<file path="src/rtl/board_click_writer.sv">
`default_nettype none
// ============================================================================
// Module   : board_click_writer
// Purpose  : Write-side controller for one board_mem instance. Turns a mouse
//            left-button press over an X_SIZE x Y_SIZE grid into one write of
//            a cell code, and sweeps the whole board to empty on clear_req.
//            Optional macro BOARD_CLICK_DEBOUNCE_EN inserts a debouncer
//            between the button synchroniser and the rising-edge detector.
// Revision : 1.0 - initial release
// ============================================================================
module board_click_writer #(
  parameter int X_POS           = 100,
  parameter int Y_POS           = 200,
  parameter int CELL_SIZE       = 32,
  parameter int X_SIZE          = 12,
  parameter int Y_SIZE          = 12,
  parameter int DEBOUNCE_CYCLES = 16
) (
  input  logic        clk,
  input  logic        rst,
  input  logic        enable,
  input  logic [11:0] mouse_x_pos,
  input  logic [11:0] mouse_y_pos,
  input  logic        mouse_left,
  input  logic [1:0]  cell_value,
  input  logic        clear_req,
  output logic [7:0]  write_addr,
  output logic [1:0]  write_data,
  output logic        write_enable,
  output logic        busy,
  output logic        click_miss
);

  // Grid bounds, compared unsigned at 13 bits so edge+size cannot wrap.
  localparam logic [12:0] c_X_LO  = 13'(X_POS);
  localparam logic [12:0] c_X_HI  = 13'(X_POS + X_SIZE * CELL_SIZE);
  localparam logic [12:0] c_Y_LO  = 13'(Y_POS);
  localparam logic [12:0] c_Y_HI  = 13'(Y_POS + Y_SIZE * CELL_SIZE);
  localparam logic [12:0] c_CELL  = 13'(CELL_SIZE);
  localparam logic [3:0]  c_X_END = 4'(X_SIZE - 1);
  localparam logic [3:0]  c_Y_END = 4'(Y_SIZE - 1);

  // Reject configurations the 4-bit index fields cannot represent.
  if (CELL_SIZE < 1 || X_SIZE < 1 || X_SIZE > 16 || Y_SIZE < 1 || Y_SIZE > 16
      || DEBOUNCE_CYCLES < 1) begin : g_bad_params
    $error("board_click_writer: illegal parameter set");
  end

  typedef enum logic [1:0] {
    S_IDLE   = 2'd0,
    S_LOCATE = 2'd1,
    S_WRITE  = 2'd2,
    S_CLEAR  = 2'd3
  } state_t;

  state_t      state_q;
  logic        ml_s1_q;
  logic        ml_s2_q;
  logic        ml_prev_q;
  logic        w_level;
  logic        w_rise;
  logic        w_inside;
  logic [12:0] w_x13;
  logic [12:0] w_y13;
  logic [12:0] rx_q, rx_d;
  logic [12:0] ry_q, ry_d;
  logic [3:0]  xi_q, xi_d;
  logic [3:0]  yi_q, yi_d;
  logic [1:0]  val_q;
  logic [7:0]  addr_q, addr_d;
  logic [1:0]  data_q;
  logic        we_q;
  logic        busy_q;
  logic        miss_q;

  // Two-flop synchroniser for the button level from the mouse clock domain.
  always_ff @(posedge clk or negedge rst) begin
    if (!rst) begin
      ml_s1_q <= 1'b0;
      ml_s2_q <= 1'b0;
    end else begin
      ml_s1_q <= mouse_left;
      ml_s2_q <= ml_s1_q;
    end
  end

`ifdef BOARD_CLICK_DEBOUNCE_EN
  localparam int          c_DB_W   = $clog2(DEBOUNCE_CYCLES + 1);
  localparam logic [c_DB_W-1:0] c_DB_LAST = c_DB_W'(DEBOUNCE_CYCLES - 1);

  logic [c_DB_W-1:0] db_cnt_q;
  logic              ml_filt_q;

  // Filtered level follows the raw level only after DEBOUNCE_CYCLES
  // consecutive cycles of disagreement; any agreement restarts the count.
  always_ff @(posedge clk or negedge rst) begin
    if (!rst) begin
      db_cnt_q  <= '0;
      ml_filt_q <= 1'b0;
    end else if (ml_s2_q != ml_filt_q) begin
      if (db_cnt_q == c_DB_LAST) begin
        db_cnt_q  <= '0;
        ml_filt_q <= ml_s2_q;
      end else begin
        db_cnt_q <= db_cnt_q + 1'b1;
      end
    end else begin
      db_cnt_q <= '0;
    end
  end

  assign w_level = ml_filt_q;
`else
  assign w_level = ml_s2_q;
`endif

  // Previous level for rising-edge detection; runs in every state so an
  // edge seen while busy is consumed rather than remembered.
  always_ff @(posedge clk or negedge rst) begin
    if (!rst) begin
      ml_prev_q <= 1'b0;
    end else begin
      ml_prev_q <= w_level;
    end
  end

  assign w_rise   = w_level & ~ml_prev_q;
  assign w_x13    = {1'b0, mouse_x_pos};
  assign w_y13    = {1'b0, mouse_y_pos};
  assign w_inside = (w_x13 >= c_X_LO) && (w_x13 < c_X_HI) &&
                    (w_y13 >= c_Y_LO) && (w_y13 < c_Y_HI);

  // One subtract-and-count step of the iterative division per axis, and
  // the raster-order advance of the clear sweep address.
  always_comb begin
    rx_d = rx_q;
    xi_d = xi_q;
    ry_d = ry_q;
    yi_d = yi_q;
    if (rx_q >= c_CELL) begin
      rx_d = rx_q - c_CELL;
      xi_d = xi_q + 4'd1;
    end
    if (ry_q >= c_CELL) begin
      ry_d = ry_q - c_CELL;
      yi_d = yi_q + 4'd1;
    end
    if (addr_q[3:0] == c_X_END) begin
      addr_d = {addr_q[7:4] + 4'd1, 4'd0};
    end else begin
      addr_d = {addr_q[7:4], addr_q[3:0] + 4'd1};
    end
  end

  // Main control FSM; every output is registered here.
  always_ff @(posedge clk or negedge rst) begin
    if (!rst) begin
      state_q <= S_IDLE;
      rx_q    <= '0;
      ry_q    <= '0;
      xi_q    <= '0;
      yi_q    <= '0;
      val_q   <= '0;
      addr_q  <= '0;
      data_q  <= '0;
      we_q    <= 1'b0;
      busy_q  <= 1'b0;
      miss_q  <= 1'b0;
    end else begin
      miss_q <= 1'b0;
      case (state_q)
        S_IDLE: begin
          if (clear_req) begin
            state_q <= S_CLEAR;
            addr_q  <= '0;
            data_q  <= 2'd0;
            we_q    <= 1'b1;
            busy_q  <= 1'b1;
          end else if (w_rise && enable) begin
            if (w_inside) begin
              state_q <= S_LOCATE;
              rx_q    <= w_x13 - c_X_LO;
              ry_q    <= w_y13 - c_Y_LO;
              xi_q    <= '0;
              yi_q    <= '0;
              val_q   <= cell_value;
              busy_q  <= 1'b1;
            end else begin
              miss_q <= 1'b1;
            end
          end
        end
        S_LOCATE: begin
          rx_q <= rx_d;
          ry_q <= ry_d;
          xi_q <= xi_d;
          yi_q <= yi_d;
          if ((rx_q < c_CELL) && (ry_q < c_CELL)) begin
            state_q <= S_WRITE;
            addr_q  <= {yi_q, xi_q};
            data_q  <= val_q;
            we_q    <= 1'b1;
          end
        end
        S_WRITE: begin
          state_q <= S_IDLE;
          we_q    <= 1'b0;
          busy_q  <= 1'b0;
        end
        S_CLEAR: begin
          if (addr_q == {c_Y_END, c_X_END}) begin
            state_q <= S_IDLE;
            we_q    <= 1'b0;
            busy_q  <= 1'b0;
          end else begin
            addr_q <= addr_d;
          end
        end
        default: begin
          state_q <= S_IDLE;
          we_q    <= 1'b0;
          busy_q  <= 1'b0;
        end
      endcase
    end
  end

  assign write_addr   = addr_q;
  assign write_data   = data_q;
  assign write_enable = we_q;
  assign busy         = busy_q;
  assign click_miss   = miss_q;

endmodule
`default_nettype wire

</file>
<file path="config.mk">
export PLATFORM = sky130hd
export DESIGN_NAME = board_click_writer
export DESIGN_NICKNAME = d
export VERILOG_FILES = /design/src/rtl/board_click_writer.sv
export SDC_FILE = /design/constraint.sdc
export NUM_CORES = 1
export LEC_CHECK = 0
export BUFFER_PORTS_ARGS = -buffer_cell sky130_fd_sc_hd__clkbuf_2
export CORE_MARGIN = 2
export CORE_UTILIZATION = 52
export DETAILED_ROUTE_END_ITERATION = 8
export PLACE_DENSITY = 0.76
export SETUP_SLACK_MARGIN = 0.02
export SLEW_MARGIN = 20
export SYNTH_ARGS = -nofsm -noshare
export SYNTH_HDL_FRONTEND = slang
export SYNTH_SLANG_ARGS = --single-unit
export TNS_END_PERCENT = 1
</file>
<file path="constraint.sdc">
create_clock -name clk -period 2.2 [get_ports clk]
set_clock_uncertainty 0.15 [all_clocks]
set_input_delay 0.22 -clock clk [delete_from_list [all_inputs] [get_ports clk]]
set_output_delay 0.22 -clock clk [all_outputs]
set_load 0.01 [all_outputs]
</file>
Word-level counts from Yosys, hierarchy flattened
Index checks and enable logic that the tools add are counted.
{ "classes": {"add_sub_neg": 8, "n_lt_le_gt_ge": 8, "n_eq_ne": 17, "mux": 43, "bitwise": 3, "reduce_logical": 18} }
{ "op_table": {"columns": ["cell", "count"], "rows": [
  ["13-bit 2-to-1 mux", 8],
  ["13-bit case mux with 2 select lines", 2],
  ["8-bit 2-to-1 mux", 4],
  ["13-bit by 6-bit >= comparator with 1-bit output, second input constant", 2],
  ["13-bit by 6-bit less-than comparator with 1-bit output, second input constant", 2],
  ["13-bit by 6-bit subtractor with 13-bit output, second input constant", 2],
  ["8-bit case mux with 3 select lines", 1],
  ["4-bit 2-to-1 mux", 5],
  ["2-bit != test, second input constant", 10],
  ["4-bit by 1-bit adder with 4-bit output, second input constant", 4],
  ["4-bit case mux with 2 select lines", 2],
  ["4-bit AND reduction", 4],
  ["5-bit AND reduction", 3],
  ["2-bit 2-to-1 mux", 7],
  ["12-bit by 7-bit subtractor with 13-bit output, second input constant", 1],
  ["12-bit by 8-bit subtractor with 13-bit output, second input constant", 1],
  ["12-bit by 7-bit >= comparator with 1-bit output, second input constant", 1],
  ["12-bit by 8-bit >= comparator with 1-bit output, second input constant", 1],
  ["12-bit by 10-bit less-than comparator with 1-bit output, second input constant", 1],
  ["12-bit by 9-bit less-than comparator with 1-bit output, second input constant", 1],
  ["1-bit 2-to-1 mux", 10],
  ["8-bit equality test, second input constant", 1],
  ["2-bit case mux with 4 select lines", 1],
  ["3-bit != test, second input constant", 2],
  ["other kinds (13)", 21]
]} }
{ "totals": {"ff_bits": 54, "input_bits": 31, "wordCells": 112} }

Depth between registers and ports, before layout
{ "logic_depth": {"depth_word": 8, "depth_mapped": 10, "depth_no_buf": 9} }

Worst setup path after synthesis
OpenSTA, ideal clock, no wires.
{ "synth_path": {"path_kind": "reg-to-reg", "from": "reg ry_q[5]", "to": "reg addr_q[4] (netlist: write_addr[4])", "setup_ns": 0.125, "arrival_ns": 2.090, "required_time_ns": 1.925, "path_slack_ns": -0.165, "path_stages_with_launch": 10, "synth_period_minus_slack_ns": 2.365, "cell_sequence": "dfrtp_1 > inv_1 > ha_1 > or3b_4 > nor3_4 > a21oi_2 > a211o_4 > inv_6 > nand2_2 > mux2_4"} }
{ "synth_between": {"elab_chain_len": 4} }
{ "synth_rtl": {"columns": ["element", "line_no", "source"], "rows": [
  ["start, declared", "66", "logic [12:0] ry_q, ry_d;"],
  ["start signal, assigned", "183", "ry_q <= w_y13 - c_Y_LO;"],
  ["start signal, assigned", "195", "ry_q <= ry_d;"],
  ["13-bit by 6-bit less-than comparator with 1-bit output", "198", "if ((rx_q < c_CELL) && (ry_q < c_CELL)) begin"],
  ["1-bit logical AND", "198", null],
  ["2-bit != test (no line)", null, null],
  ["5-bit AND reduction (no line)", null, null],
  ["end signal, assigned", "200", "addr_q <= {yi_q, xi_q};"],
  ["end signal, assigned", "216", "addr_q <= addr_d;"],
  ["end, declared", "70", "logic [7:0] addr_q, addr_d;"]
]} }
No other way between the ends.
A chain may end at the register's enable or synchronous reset.

Worst setup path after layout
{ "layout_path": {"from": "reg ry_q[6]", "to": "reg addr_q[6] (netlist: write_addr[6])"} }
Same word-level chain as after synthesis.

==> metrics.cfg <==
[outcome]
status = complete, but fails checks
violations = setup timing

[worst_hold_path]
hold_path_end = rx_q[2]
holdPathStages = 2
hold_start = mouse_x_pos[2]
hp-class = input pin to flop

[timing]
postLayoutSetupSlackWorst_ns = -0.0550
max_slew_margin_pct = 55.7
final-hold-violation-count = 0
finalSetupViolCount = 5
rsz0062_at_grt = true
tightest_slew_ns = 0.664
drv_slew = 0
max_clock_freq_mhz = 443
final.min_clock_period_ns = 2.25
period_share_pct = 102

[worst_setup_path]
critPathRequiredTime_ns = 2.26
start_kind = flop
critical_path.slowest_cell = dfrtp_1
r2r_setup_slack_ns = -0.05
path_class = flop to flop
path_max_fanout = 4
crit_buf_inv = 3
r2r-end = write_addr[6]
path_delay_family = compound AO/OA/AOI/OAI gates
crit_arrival_ns = 2.31
max_stage_delay_ns = 0.40
end_kind = flop
path_cells = inv_2 > ha_4 > or3b_4 > nor3_4 > a21oi_2 > a211o_4 > inv_6 > buf_6 > o211ai_1 > o2bb2ai_1
r2r_start = ry_q[6]
reg2regPathDepth = 10

[route]
vias = 3052
drtAntennaViolNets = 0
post_drt_wl_per_cell_um = 15.6
avgViaCountPerCell = 5.86
finalWirelength_um = 8150
drc = 0
drt_iter0_markers = 143
firstDrtPassIters = 4

[synth]
synth_nets = 389
synth_compound_area_share_pct = 20.2
ys_seq_area_share_pct = 41.5
yosys.area.top_type_share_pct = 41.5
synth_xor_area_share_pct = 3.23
avgSynthCellArea_um2 = 9.35
synth-seq-cells = 54
ys_types = 70
syn-instance-count = 348
synth-edff-count = 0
synth.most_common_cell = dfrtp_1
ys.flop_type = dfrtp_1
muxShareOfSynthArea_pct = 3.58
synth_top_family_by_area = simple AND/OR/NAND/NOR gates
synth_common_cells = dfrtp_1 (54), nand2_1 (53), nand3_1 (20)
synth_fa_ha_area_share_pct = 3.85
synth_simple_gate_area_share_pct = 22.9
synthTopCellsByArea = dfrtp_1 (42%), nand2_1 (6.1%), ha_1 (3.8%)
postSynth.asyncResetShare_pct = 100
syn_area_mm2 = 0.00325
ys_warn_count = 0
synth_area_leader_cell = dfrtp_1

[power]
powerDensity_mw_per_mm2 = 1080
power.share.clock_pct = 13.3
swShare_pct = 41.9
p_sw_mw = 1.86
p_leak_nw = 1.89
power_frac_comb_pct = 50.1
ir_drop_mv = 0.741
seqPwrFrac_pct = 36.7
internal-power_mw = 2.57
total_power_mw = 4.43

[cells_and_area]
diodes = 0
layout-drive-gt1-share_pct = 31.2
area_delta_synth_final_pct = 26.3
nets = 486
fillerInstances = 492
stdcell_count = 521

[floorplan]
start_util_pct = 54.3
rows = 28
coreArea_mm2 = 0.00599
fp.dieH_um = 83.1
die-area_mm2 = 0.00690
die_width_um = 83.1
ios = 44

[place]
gp_congestion = 0.883
port_buffers = 43
place_inst = 504
place_hpwl_um = 6180

[flow_run]
drv_cap = 0

[global_route]
track_usage_pct = 24.2
met3_usage_pct = 3.58
top_usage_layer = met2
grt_first_pass_wirelength_um = 13800
use_met1_pct = 31.0
antenna_found_initial = 0
overflow = 0
grt.met2_usage_pct = 42.6
grt_pass1_vias = 3031
grt_max_degree = 55

[cts]
clk_latency_ns = 0.32
postCtsSetupBuffers = 0
cts-htree-levels = 2
cts_tree = yes
cts_root_buf = clkbuf_8
clock_sinks = 54
clock_tree.buffer_depth = 2
cts_made_buffers = 5
clkTransAtPathRegs_ns = 0.10

==> repair_timing <==
action | in CTS | in global routing
endpoints found under the hold margin | 62 | 0
hold buffers | 9 | 0
resized for setup | 9 | 7
setup endpoints to repair | 17 | 31
==> logic make-up after synthesis <==
family	Yosys count
flops	54
simple gates	144
buf+inv	29
xor+xnor	12
fa+ha+maj	10
compound gates	88
mux	11
==> cell usage in the layout, fill, tap and decap left out, types with 11 or more instances in the layout <==
| cell type | n |
|---|---|
| nand2_1 | 53 |
| dfrtp_1 | 54 |
| clkbuf_2 | 43 |
| inv_1 | 11 |
| nand3_1 | 20 |
| buf_4 | 52 |
| a21oi_1 | 11 |
| nor2_1 | 15 |
| o21ai_0 | 14 |
==> state kept, by name (all words and copies together) (netlist names) <==
name          flops
busy              1
click_miss        1
ml_prev_q         1
ml_s1_q           1
ml_s2_q           1
rx_q             13
ry_q             13
state_q           2
val_q             2
write_addr        8
write_data        2
write_enable      1
xi_q              4
yi_q              4
==> power by group through the flow <==
stage / clock network (mW) / registers (mW) / logic [mW]
final: 0.588 / 1.62 / 2.22
after global routing: 0.632 / 1.66 / 2.45
after CTS: 0.591 / 1.60 / 2.19
after detailed placement: 0 / 1.61 / 2.12
after global placement: 0 / 1.59 / 2.02
after floorplan: 0 / 1.57 / 1.33
==> worst max path at each step <==
stage,from,to,slack (ns),depth (start not counted)
3_3_place_gp,ry_q[6],write_addr[4],-0.02,9
5_1_grt,ry_q[5],write_addr[6],-0.15,10
4_1_cts,ry_q[6],write_addr[4],-0.05,9
3_5_place_dp,ry_q[5],ry_q[10],-0.09,9
2_1_floorplan,ry_q[5],write_addr[4],-0.06,9
6_report,ry_q[6],write_addr[6],-0.05,10
==> metal layers <==
layer,wire length [um],vias up
met3,335,5
met2,4100,80
met1,3630,1489
met4,80,0
met5,0,-
li1,-,1478
==> area by class of cell <==
| class | instances | area, um^2 | share of cell area (%) |
|---|---|---|---|
| multi-input combinational | 265 | 1810 | 43.9 |
| sequential | 54 | 1350 | 32.9 |
| timing repair buffer | 105 | 707 | 17.2 |
| tap | 75 | 93.8 | 2.28 |
| clock buffer | 5 | 68.8 | 1.67 |
| inverter | 14 | 57.6 | 1.40 |
| clock inverter | 3 | 25.0 | 0.609 |
==> stage by stage <==
stage	instance area [um^2]	setup WS [ns]	utilization, %	TNS [ns]	hold WS (ns)
6_report	4110	-0.0550	68.6	-0.136	0.00510
5_1_grt	4110	-0.154	68.6	-1.85	0.0150
4_1_cts	4080	-0.0498	68.1	-0.132	0.00788
3_5_place_dp	3870	-0.0855	64.7	-0.545	0.180
3_3_place_gp	3870	-0.0175	64.7	-0.0175	0.181
2_1_floorplan	3260	-0.0633	-	-0.124	-0.226
==> worst register-to-register path, stage by stage (launching register included) <==
cell       delay [ns]
dfrtp_1          0.40
inv_2            0.08
ha_4             0.13
or3b_4           0.39
nor3_4           0.17
a21oi_2          0.10
a211o_4          0.30
inv_6            0.08
buf_6            0.09
o211ai_1         0.10
o2bb2ai_1        0.16
Power figures use the tool's default switching activity.
